[src/rtl/pipelined_addsub_pkg.sv]
// pipelined_addsub_pkg: shared defaults and segment-width rule for the pipelined adder/subtractor
package pipelined_addsub_pkg;

    localparam int DEF_WIDTH  = 32;
    localparam int DEF_STAGES = 4;

    function automatic int seg_width(input int width, input int stages);
        return width / stages;
    endfunction

endpackage

[src/rtl/seg_ripple_adder.sv]
// seg_ripple_adder: combinational SEG-bit ripple of full adders
module seg_ripple_adder
    import pipelined_addsub_pkg::*;
#(
    parameter int SEG = seg_width(DEF_WIDTH, DEF_STAGES)
) (
    input  logic [SEG-1:0] a_seg,
    input  logic [SEG-1:0] b_seg,
    input  logic           c_in,
    output logic [SEG-1:0] s_seg,
    output logic           c_out
);

    logic cy;

    // ripple the carry bit by bit through the segment
    always_comb begin
        cy    = c_in;
        s_seg = '0;
        for (int i = 0; i < SEG; i++) begin
            s_seg[i] = a_seg[i] ^ b_seg[i] ^ cy;
            cy       = (a_seg[i] & b_seg[i]) | (cy & (a_seg[i] ^ b_seg[i]));
        end
        c_out = cy;
    end

endmodule

[src/rtl/pipelined_addsub.sv]
// pipelined_addsub: WIDTH-bit add/sub split into STAGES carry-chained segments, one per clock stage
module pipelined_addsub
    import pipelined_addsub_pkg::*;
#(
    parameter int WIDTH  = DEF_WIDTH,
    parameter int STAGES = DEF_STAGES
) (
    input  logic             clk,
    input  logic             rst,
    input  logic             in_valid,
    output logic             in_ready,
    input  logic [WIDTH-1:0] a,
    input  logic [WIDTH-1:0] b,
    input  logic             cin,
    input  logic             sub,
    output logic             out_valid,
    input  logic             out_ready,
    output logic [WIDTH-1:0] sum,
    output logic             cout,
    output logic             ovf
);

    localparam int SEG = seg_width(WIDTH, STAGES);
    localparam int L   = STAGES - 1;

    if (STAGES < 1 || WIDTH % STAGES != 0) begin : g_bad_cfg
        $error("pipelined_addsub: WIDTH must be a positive multiple of STAGES");
    end

    logic                               adv;
    logic [STAGES-1:0]                  valid_q, valid_d, v_in;
    logic [STAGES-1:0]                  c_q, c_d, c_in, seg_c;
    logic [STAGES-1:0][WIDTH-1:0]       a_q, a_d, a_in;
    logic [STAGES-1:0][WIDTH-1:0]       bb_q, bb_d, bb_in;
    logic [STAGES-1:0][WIDTH-1:0]       r_q, r_d, r_in;
    logic [STAGES-1:0][SEG-1:0]         seg_s;

    // stage inputs: operand prep feeds stage 0, every later stage reads its predecessor's registers
    always_comb begin
        v_in  = '0;
        c_in  = '0;
        a_in  = '0;
        bb_in = '0;
        r_in  = '0;
        v_in[0]  = in_valid;
        a_in[0]  = a;
        bb_in[0] = sub ? ~b : b;
        c_in[0]  = sub | cin;
        for (int k = 1; k < STAGES; k++) begin
            v_in[k]  = valid_q[k-1];
            a_in[k]  = a_q[k-1];
            bb_in[k] = bb_q[k-1];
            c_in[k]  = c_q[k-1];
            r_in[k]  = r_q[k-1];
        end
    end

    for (genvar k = 0; k < STAGES; k++) begin : g_seg
        seg_ripple_adder #(.SEG(SEG)) u_add (
            .a_seg (a_in[k][k*SEG +: SEG]),
            .b_seg (bb_in[k][k*SEG +: SEG]),
            .c_in  (c_in[k]),
            .s_seg (seg_s[k]),
            .c_out (seg_c[k])
        );
    end

    // whole pipe advances together; a stalled output freezes every stage
    always_comb begin
        adv     = !valid_q[L] | out_ready;
        valid_d = adv ? v_in  : valid_q;
        a_d     = adv ? a_in  : a_q;
        bb_d    = adv ? bb_in : bb_q;
        c_d     = adv ? seg_c : c_q;
        r_d     = adv ? r_in  : r_q;
        if (adv) begin
            for (int k = 0; k < STAGES; k++) r_d[k][k*SEG +: SEG] = seg_s[k];
        end
    end

    // pipeline registers, all cleared by reset so outputs are never X
    always_ff @(posedge clk) begin
        if (rst) begin
            valid_q <= '0;
            c_q     <= '0;
            a_q     <= '0;
            bb_q    <= '0;
            r_q     <= '0;
        end else begin
            valid_q <= valid_d;
            c_q     <= c_d;
            a_q     <= a_d;
            bb_q    <= bb_d;
            r_q     <= r_d;
        end
    end

    assign in_ready  = adv;
    assign out_valid = valid_q[L];
    assign sum       = r_q[L];
    assign cout      = c_q[L];
    assign ovf       = (a_q[L][WIDTH-1] == bb_q[L][WIDTH-1]) & (r_q[L][WIDTH-1] != a_q[L][WIDTH-1]);

endmodule
[config.mk]
export PLATFORM = sky130hd
export DESIGN_NAME = pipelined_addsub
export DESIGN_NICKNAME = d
export VERILOG_FILES = /design/src/rtl/pipelined_addsub_pkg.sv /design/src/rtl/seg_ripple_adder.sv /design/src/rtl/pipelined_addsub.sv
export SDC_FILE = /design/constraint.sdc
export NUM_CORES = 1
export LEC_CHECK = 0
export ABC_AREA = 1
export CAP_MARGIN = 0
export CORE_MARGIN = 2
export CORE_UTILIZATION = 45
export CTS_BUF_LIST = sky130_fd_sc_hd__clkbuf_8
export CTS_CLUSTER_DIAMETER = 200
export DETAILED_ROUTE_END_ITERATION = 8
export GPL_ROUTABILITY_DRIVEN = 0
export PLACE_DENSITY_LB_ADDON = 0.1
export RECOVER_POWER = 25
export SKIP_CTS_REPAIR_TIMING = 1
export SLEW_MARGIN = 20
export SYNTH_ARGS = -nofsm -noshare
export SYNTH_HDL_FRONTEND = slang
export SYNTH_SLANG_ARGS = --single-unit
[constraint.sdc]
create_clock -name clk -period 6.21 [get_ports clk]
set_clock_uncertainty 0.1 [all_clocks]
set_input_delay 1.242 -clock clk [delete_from_list [all_inputs] [get_ports clk]]
set_output_delay 1.242 -clock clk [all_outputs]
set_load 0.05 [all_outputs]
==> results of run 1 <==
==> logic make-up (layout without fill, tap and decap cells) <==
kind of cell	Yosys count	after routing	share of synthesized area
simple gates	522	522	0.2438
flops	186	186	0.4389
buf+inv	169	221	0.1016
compound gates	150	150	0.1319
fa+ha+maj	32	32	0.07552
xor+xnor	8	8	0.008260
==> critical path: cells and delay by family <==
kind          cells  cell delay (ns)
simple gates      3             0.31
fa+ha+maj         8             3.13
buf+inv           4             0.84
==> flip-flops by register name, summed over array words and instances (netlist names) <==
register and flops:
a_q 1, sum 32, valid_q 4, bb_in 48, bb_q 1, a_in 48, c_q 4, r_in 48
==> per-stage QoR <==
stage / hold slack (ns) / area (um2)
after CTS: 0.3671 / 9733
after global routing: 0.4025 / 9718
after floorplan: 0.3359 / 8483
after detailed placement: 0.3513 / 9316
final: 0.3606 / 9718
after global placement: 0.3485 / 9316
==> how the worst max path moves through the flow <==
stage	cells after the start	endpoint
final	15	r_in[39]
after global routing	15	r_in[39]
after CTS	15	r_in[39]
after detailed placement	15	r_in[39]
after global placement	15	r_in[39]
after floorplan	16	r_in[39]
==> where the power goes <==
| part | switching (uW) | leakage [uW] | internal [uW] | total, uW |
|---|---|---|---|---|
| logic | 223 | 0.00244 | 184 | 407 |
| clock network | 439 | 0.000203 | 410 | 848 |
| registers | 49.2 | 0.00153 | 1280 | 1330 |
==> layout by cell type (no fill, tap or decap) <==
cell / count
inv_2: 2
clkinv_4: 1
clkinv_2: 2
clkbuf_2: 1
xor2_1: 2
a21oi_1: 3
inv_1: 76
bufinv_16: 3
nand2_1: 124
o21bai_1: 147
clkdlybuf4s50_1: 83
fa_1: 32
clkinvlp_4: 4
buf_4: 7
nand3b_1: 22
nand3_1: 2
clkbuf_8: 18
xnor2_1: 6
inv_6: 3
dfxtp_1: 186
dlygate4sd3_1: 21
nor2_8: 1
nand2_4: 1
nor2_1: 372
==> metal layers <==
metal / GRT usage / vias up / share of wire
met3: 0.03442 / 14 / 0.031
met4: 0.05368 / 0 / 0.013
met1: 0.2754 / 2764 / 0.56
met2: 0.2478 / 113 / 0.40
met5: 0 / - / 0
li1: - / 3337 / -
==> cell type report <==
cell class | count | area (um2) | area share
Multi-Input combinational cell | 712 | 3897 | 0.4011
Clock inverter | 14 | 168.9 | 0.01738
Clock buffer | 18 | 247.7 | 0.02549
Tap cell | 234 | 292.8 | 0.03013
Inverter | 77 | 289.0 | 0.02974
Sequential cell | 186 | 3724 | 0.3832
Timing Repair Buffer | 112 | 1099 | 0.1130
==> reports/qor.yml, run 1 <==
outcome:
  status: "finished, violations left"
  violations: "max-capacitance violations, max-slew violations"
worst_setup_path:
  path_class: "in -> reg"
  cp-start-kind: "input port"
  r2r_cells: 6
  end_kind: "flop"
  timing.rr.start: "valid_q[3]"
  r2r_slack_ns: 1.94
  worst_path_most_repeated_cell: "fa_1"
  cp_cell_sequence: "clkdlybuf4s50_1, nor2_1, fa_1, inv_1, fa_1, inv_1, fa_1, fa_1, fa_1, fa_1, fa_1, inv_1, fa_1, nor2_1, nor2_1"
  worst_ep_required_time_ns: 6.45
  cp-startpoint: "sub"
  worstPathMaxFanout: 4
  crit_arrival_ns: 5.52
  r2r-end: "r_in[103]"
  cpMaxStageDelayCell: "clkdlybuf4s50_1"
  cpPeakStageDelay_ns: 0.63
floorplan:
  num_io_pins: 106
  initial_core_util: 0.4566
  row_count: 50
  die_y_um: 141.3
  core_area_um2: 18580
  dieArea_um2: 19970
  die_w_um: 141.3
sta:
  final.setup.tns_ns: 0
  worst_slew_pin_slew_ns: 3.798
  period_minus_slack_ns: 5.277
  max_freq_mhz: 189.5
  worst_slack_ns: 0.9333
  rsz0062_at_grt: "no"
  setup_viol: 0
  relSlewSlack: -1.532
  slew_viol_final: 200
  finalHoldViolCount: 0
  period_share: 0.8497
yosys:
  synth.most_common_cell: "nor2_1"
  syn_area_per_cell_um2: 7.950
  syn-num-nets: 1169
  ys_seq_elements: 186
  synth.distinct_cells: 19
  synth_top_area_frac: 0.4389
  synth_ff_type: "dfxtp_1"
  synth_top_area_cell: "dfxtp_1"
  yosysWarnings: 0
  yosysSeqAreaShare: 0.4389
  ys_top_cells_by_count: "nor2_1 (372), dfxtp_1 (186), o21bai_1 (147)"
  synthTopCellsByArea: "dfxtp_1 (44%), nor2_1 (16%), o21bai_1 (13%)"
  synthArstFlopShare: 0
  synth_area_um2: 8483
  syn_inst: 1067
  synth_enable_flop_cells: 0
final_layout:
  syn2layout_area_growth_pct: 14.56
  fillers: 1808
  drive_above_1_share: 0.03843
  final_util: 0.5230
  fin_cells: 1353
  final_nets: 1208
  diodes: 0
power:
  p_per_area_nw_per_um2: 266.2
  ir_worst_vdd_mv: 0.1587
  total_power_uw: 2587
  p_leak_uw: 0.004172
worst_hold_path:
  worstHoldPathCells: 2
  worst_hold_startpoint: "valid_q[2]"
  holdCritPathClass: "reg -> reg"
  min_to: "valid_q[3]"
drt:
  drc_errors: 0
  viasPerCell: 4.603
  vias: 6228
  drtAntennaViolNets: 0
  first_pass_iters: 5
  wirelength_um: 17010
  wire_per_inst_um: 12.57
  drtIter0Drc: 316
placement:
  place_hpwl_um: 10550
  dpl.cell_count: 1321
  post-place-ws_ns: 0.4456
  io_buffers: 105
clocking:
  htree_num_levels: 4
  insertion_delay_ns: 0.46
  cts-buffers-inserted: 17
  cts.sinks: 186
  ctsLongestPathBuffers: 2
  root_buffer: "clkbuf_8"
  cts_tree: "yes"
  clkTransAtPathRegs_ns: 0.10
grt:
  grt_pass1_wl_um: 28710
  grt.overflow.total: 0
  grt_pass1_vias: 5780
  grtUsageTotal: 0.1775
  antenna_found_initial: 0
  grt_start_max_net_pins: 200
job:
  drv_cap: 1
No activity file was read; power rests on OpenSTA's default activity.
==> run 2, diff against run 1 <==
==> constraint.sdc (replaced) <==
create_clock -name clk -period 5 [get_ports clk]
set_clock_uncertainty 0.1 [all_clocks]
set_input_delay 1 -clock clk [delete_from_list [all_inputs] [get_ports clk]]
set_output_delay 1 -clock clk [all_outputs]
set_load 0.05 [all_outputs]
==> run 2 against run 1 <==
The flow still finishes with violations (max-capacitance violations, max-slew violations). Clock-buffer cell count up 1. Combinational power up 25%. First-iteration DRC count up 31%. Critical path depth unchanged. Sequential share of layout area down 0.059 points. Cell count up 0.22%. Non-clock buffer count up 3. Critical path type unchanged. Critical endpoint unchanged.
==> reports/qor.yml, run 2 (synthesis gave the netlist of run 1 again) <==
worst_setup_path:
  worst_path_most_repeated_cell: "fa_1"
  r2r_cells: 14  # +8
  cp_cell_sequence: "clkdlybuf4s50_1, nor2_1, fa_1, inv_1, fa_1, inv_1, fa_1, fa_1, fa_1, fa_2, fa_1, inv_1, fa_1, nor2_1, nor2_1"
  crit_arrival_ns: 5.08  # -0.44 ns
  crit_cells: 15  # unchanged
  cp-start-kind: "input port"
  worst_ep_required_time_ns: 5.25  # -1.20 ns
  cpPeakStageDelay_ns: 0.53  # -0.10 ns
  path_class: "in -> reg"
  crit_family: "adder cells"
  cpMaxStageDelayCell: "clkdlybuf4s50_1"
  worstPathMaxFanout: 3  # -1
  end_kind: "flop"
  worst-path-buf-inv: 4  # unchanged
placement:
  place_hpwl_um: 11220  # +6.3%
  io_buffers: 105  # unchanged
  place_area_um2: 9361  # +0.48%
final_layout:
  diodes: 0  # unchanged
  final_cell_mix: "nor2_1 (372), dfxtp_1 (186), o21bai_1 (147)"
  postLayoutCellArea_um2: 9733  # +0.15%
  final_nets: 1211  # +0.25%
  layout_commonest_cell: "nor2_1"
  drive_above_1_share: 0.04100  # +0.002571
  fillers: 1826  # +1.0%
  final_util: 0.5238  # +0.0008080
  syn2layout_area_growth_pct: 14.73
drt:
  wire_per_inst_um: 12.87  # +2.3%
  drtIter0Drc: 413  # +31%
  vias: 6319  # +1.5%
  drtAntennaViolNets: 0  # unchanged
  drc_errors: 0  # unchanged
  wirelength_um: 17450  # +2.6%
  first_pass_iters: 4  # -1
  viasPerCell: 4.660  # +1.2%
clocking:
  cts.sinks: 186  # unchanged
  htree_num_levels: 4  # unchanged
  ctsLongestPathBuffers: 2  # unchanged
  root_buffer: "clkbuf_8"
  insertion_delay_ns: 0.46  # about the same
  clkTransAtPathRegs_ns: 0.10  # about the same
  cts-buffers-inserted: 17  # unchanged
  cts_tree: "yes"
worst_hold_path:
  worstHoldPathCells: 2  # unchanged
  holdCritPathClass: "reg -> reg"
outcome:
  status: "finished, violations left"
  violations: "max-capacitance violations, max-slew violations"
grt:
  grt.overflow.total: 0  # unchanged
  grtUsageTotal: 0.1817  # +0.004192
  grt_pass1_vias: 5944  # +2.8%
  antenna_found_initial: 0  # unchanged
  grt_pass1_wl_um: 29480  # +2.7%
  grt_start_max_net_pins: 98  # -51%
floorplan:
  die_y_um: 141.3  # unchanged
  num_io_pins: 106  # unchanged
  initial_core_util: 0.4566  # unchanged
  dieArea_um2: 19970  # unchanged
  die_w_um: 141.3  # unchanged
  row_count: 50  # unchanged
  core_area_um2: 18580  # unchanged
sta:
  setup_viol: 0  # unchanged
  finalHoldViolCount: 0  # unchanged
  slew_viol_final: 90  # -55%
  worst_slew_pin_slew_ns: 1.892  # -1.906 ns
  rsz0062_at_grt: "no"
  period_share: 0.9658
  whs_ns: 0.3731  # +0.01246 ns
  max_freq_mhz: 207.1
  relSlewSlack: -0.2630  # +1.269
  period_minus_slack_ns: 4.829
power:
  p_leak_uw: 0.004112  # -1.4%
  p_per_area_nw_per_um2: 332.1  # +25%
  ir_worst_vdd_mv: 0.1645  # +3.7%
job:
  drv_cap: 2  # +1
[run 2: path summary, 6_finish.rpt]
path                   start    endpoint  slack (ns)
setup reg to reg    a_in[40]    r_in[79]        1.11
hold / removal    valid_q[2]  valid_q[3]        0.37
hold reg to reg   valid_q[2]  valid_q[3]        0.37
setup / recovery         sub    r_in[39]        0.17
[run 2: metrics by stage]
stage | setup slack, ns | TNS (ns) | total power, uW | cells
after floorplan | 0.01421 | 0 | 2044 | 1067
after CTS | 0.1014 | 0 | 3272 | 1356
final | 0.1711 | 0 | 3232 | 1356
after detailed placement | -0.3952 | -0.5283 | 2204 | 1324
after global placement | -0.3412 | -0.3730 | 2198 | 1324
after global routing | 0.02791 | 0 | 3397 | 1356
[run 2: final cells by class]
| class | count | area, um2 | share of cell area |
|---|---|---|---|
| clock inverters | 13 | 162.7 | 0.01671 |
| repair buffers | 115 | 1125 | 0.1156 |
| inverters | 77 | 289.0 | 0.02970 |
| flip-flops and latches | 186 | 3724 | 0.3826 |
| multi-input cells | 712 | 3879 | 0.3985 |
| clock buffers | 19 | 261.5 | 0.02687 |
| well taps | 234 | 292.8 | 0.03008 |
[run 2: worst reg2reg max path, cell delays in order, from the launching register on]
cell and delay [ns]:
dfxtp_1 0.34, fa_1 0.41, inv_1 0.10, fa_1 0.18, inv_1 0.05, fa_1 0.38
fa_1 0.39, fa_1 0.38, fa_1 0.39, fa_1 0.36, inv_1 0.08, fa_1 0.40
inv_1 0.07, nor2_1 0.04, nor2_1 0.15
[run 2: power by group]
part	internal [uW]	switching, uW
sequential	1590	61.6
combinational	228	281
clock	525	542
[run 2: metal layers]
metal | share of wire | track usage | wire length, um
met1 | 0.54 | 0.2729 | 9343
met2 | 0.41 | 0.2611 | 7119
met3 | 0.039 | 0.03307 | 679
met4 | 0.017 | 0.06474 | 303
met5 | 0 | 0 | 0
==> run 3, diff against run 2 <==
==> constraint.sdc (replaced) <==
create_clock -name clk -period 5.6 [get_ports clk]
set_clock_uncertainty 0.1 [all_clocks]
set_input_delay 1.12 -clock clk [delete_from_list [all_inputs] [get_ports clk]]
set_output_delay 1.12 -clock clk [all_outputs]
set_load 0.05 [all_outputs]
==> run 3 against run 2 <==
The flow still finishes with violations (max-capacitance violations, max-slew violations). Non-clock buffer count is 1 lower. Combinational power is 12% lower. Hold slack worse by 0.014 ns. Power is 13% lower. Clock-buffer cell count stayed put. Critical path depth is 11 lower. Critical endpoint is now in_ready.
==> reports/qor.yml, run 3 (synthesis gave the netlist of run 1 again) <==
clocking:
  cts.sinks: 186  # unchanged
  htree_num_levels: 4  # unchanged
  ctsLongestPathBuffers: 2  # unchanged
  clkTransAtPathRegs_ns: 0.10  # about the same
  root_buffer: "clkbuf_8"
  cts-buffers-inserted: 17  # unchanged
  cts_tree: "yes"
  insertion_delay_ns: 0.47  # about the same
drt:
  first_pass_iters: 5  # +1
  wire_per_inst_um: 12.78  # -0.63%
  drtAntennaViolNets: 0  # unchanged
  vias: 6274  # -0.71%
  wirelength_um: 17310  # -0.78%
  viasPerCell: 4.634  # -0.57%
  drc_errors: 0  # unchanged
  drtIter0Drc: 333  # -19%
worst_hold_path:
  worstHoldPathCells: 2  # unchanged
  min_to: "valid_q[3]"
  worst_hold_startpoint: "valid_q[2]"
  holdCritPathClass: "reg -> reg"
sta:
  slew_viol_final: 99  # +10%
  final.setup.tns_ns: 0  # unchanged
  period_share: 0.8859
  setup_viol: 0  # unchanged
  relSlewSlack: -1.224  # -0.9613
  rsz0062_at_grt: "no"
  period_minus_slack_ns: 4.961
  max_freq_mhz: 201.6
  worst_slew_pin_slew_ns: 3.324  # +1.432 ns
  finalHoldViolCount: 0  # unchanged
final_layout:
  multiInputGateArea_um2: 3874  # -0.13%
  syn2layout_area_growth_pct: 14.20
  final_cell_mix: "nor2_1 (373), dfxtp_1 (186), o21bai_1 (147)"
  fillers: 1870  # +2.4%
  regArea_um2: 3724  # unchanged
  final_nets: 1210  # -0.083%
  final_util: 0.5214  # -0.002424
  diodes: 0  # unchanged
  layout_commonest_cell: "nor2_1"
  drive_above_1_share: 0.03750  # -0.003498
floorplan:
  core_area_um2: 18580  # unchanged
  dieArea_um2: 19970  # unchanged
  row_count: 50  # unchanged
  initial_core_util: 0.4566  # unchanged
  die_y_um: 141.3  # unchanged
  num_io_pins: 106  # unchanged
  die_w_um: 141.3  # unchanged
worst_setup_path:
  r2r_slack_ns: 1.23  # +0.12 ns
  end_kind: "output port"
  cp-startpoint: "out_ready"
  crit_arrival_ns: 3.74  # -1.34 ns
  cpMaxStageDelayCell: "nand2_1"
  worst_ep_required_time_ns: 4.38  # -0.87 ns
  cpPeakStageDelay_ns: 1.08  # +0.55 ns
  r2r_cells: 7  # -7
  cp_cell_sequence: "dlygate4sd3_1, inv_2, nand2_1, buf_4"
  path_class: "in -> out"
  timing.rr.start: "valid_q[3]"
  worstPathMaxFanout: 49  # +46
  cp-start-kind: "input port"
  r2r-end: "valid_q[2]"
placement:
  io_buffers: 105  # unchanged
  place_hpwl_um: 10790  # -3.8%
grt:
  antenna_found_initial: 0  # unchanged
  grt.overflow.total: 0  # unchanged
  grt_pass1_wl_um: 29120  # -1.2%
  grt_start_max_net_pins: 102  # +4.1%
  grt_pass1_vias: 5860  # -1.4%
  grtUsageTotal: 0.1805  # -0.001216
power:
  ir_worst_vdd_mv: 0.1553  # -5.6%
  total_power_uw: 2822  # -13%
  p_per_area_nw_per_um2: 291.2  # -12%
  p_leak_uw: 0.004097  # -0.37%
outcome:
  violations: "max-capacitance violations, max-slew violations"
  status: "finished, violations left"
job:
  drv_cap: 2  # unchanged
## run 3: how the worst max path moves through the flow
| stage | to | slack (ns) | cells past startpoint |
|---|---|---|---|
| 6_report | in_ready | 0.64 | 4 |
| 3_5_place_dp | r_in[39] | 0.14 | 15 |
| 2_1_floorplan | r_in[39] | 0.40 | 16 |
| 3_3_place_gp | r_in[39] | 0.16 | 15 |
| 5_1_grt | valid_q[2] | 0.30 | 6 |
| 4_1_cts | r_in[39] | 0.65 | 15 |
## run 3: per-stage QoR
step	hold WS (ns)	cell area (um2)	cells	worst slack, ns
after floorplan	0.3359	8483	1067	0.3978
after global placement	0.3566	9329	1323	0.1585
after detailed placement	0.3474	9329	1323	0.1422
after CTS	0.3571	9714	1354	0.6476
after global routing	0.3865	9688	1354	0.2977
final	0.3594	9688	1354	0.6388
## run 3: area by class of cell
class / instances / share of cell area
Tap cell: 234 / 0.03022
Multi-Input combinational cell: 712 / 0.3998
Clock buffer: 19 / 0.02699
Timing Repair Buffer: 114 / 0.1160
Sequential cell: 186 / 0.3843
Inverter: 77 / 0.02983
Clock inverter: 12 / 0.01279
## run 3: where the power goes
part / internal [uW] / switching (uW)
clock: 417 / 477
combinational: 203 / 247
sequential: 1420 / 55.7
## run 3: critical path, delay by kind of cell
| family | cells | cell delay, ns |
|---|---|---|
| AND/OR/NAND/NOR | 1 | 1.08 |
| buffers and inverters | 3 | 1.52 |
## run 3: metal layers
layer	routed length, um	global-route usage	up-vias
met5	0	0	-
met4	187	0.05053	0
met3	624	0.03814	15
met2	6883	0.2552	114
met1	9614	0.2766	2806
li1	-	-	3339
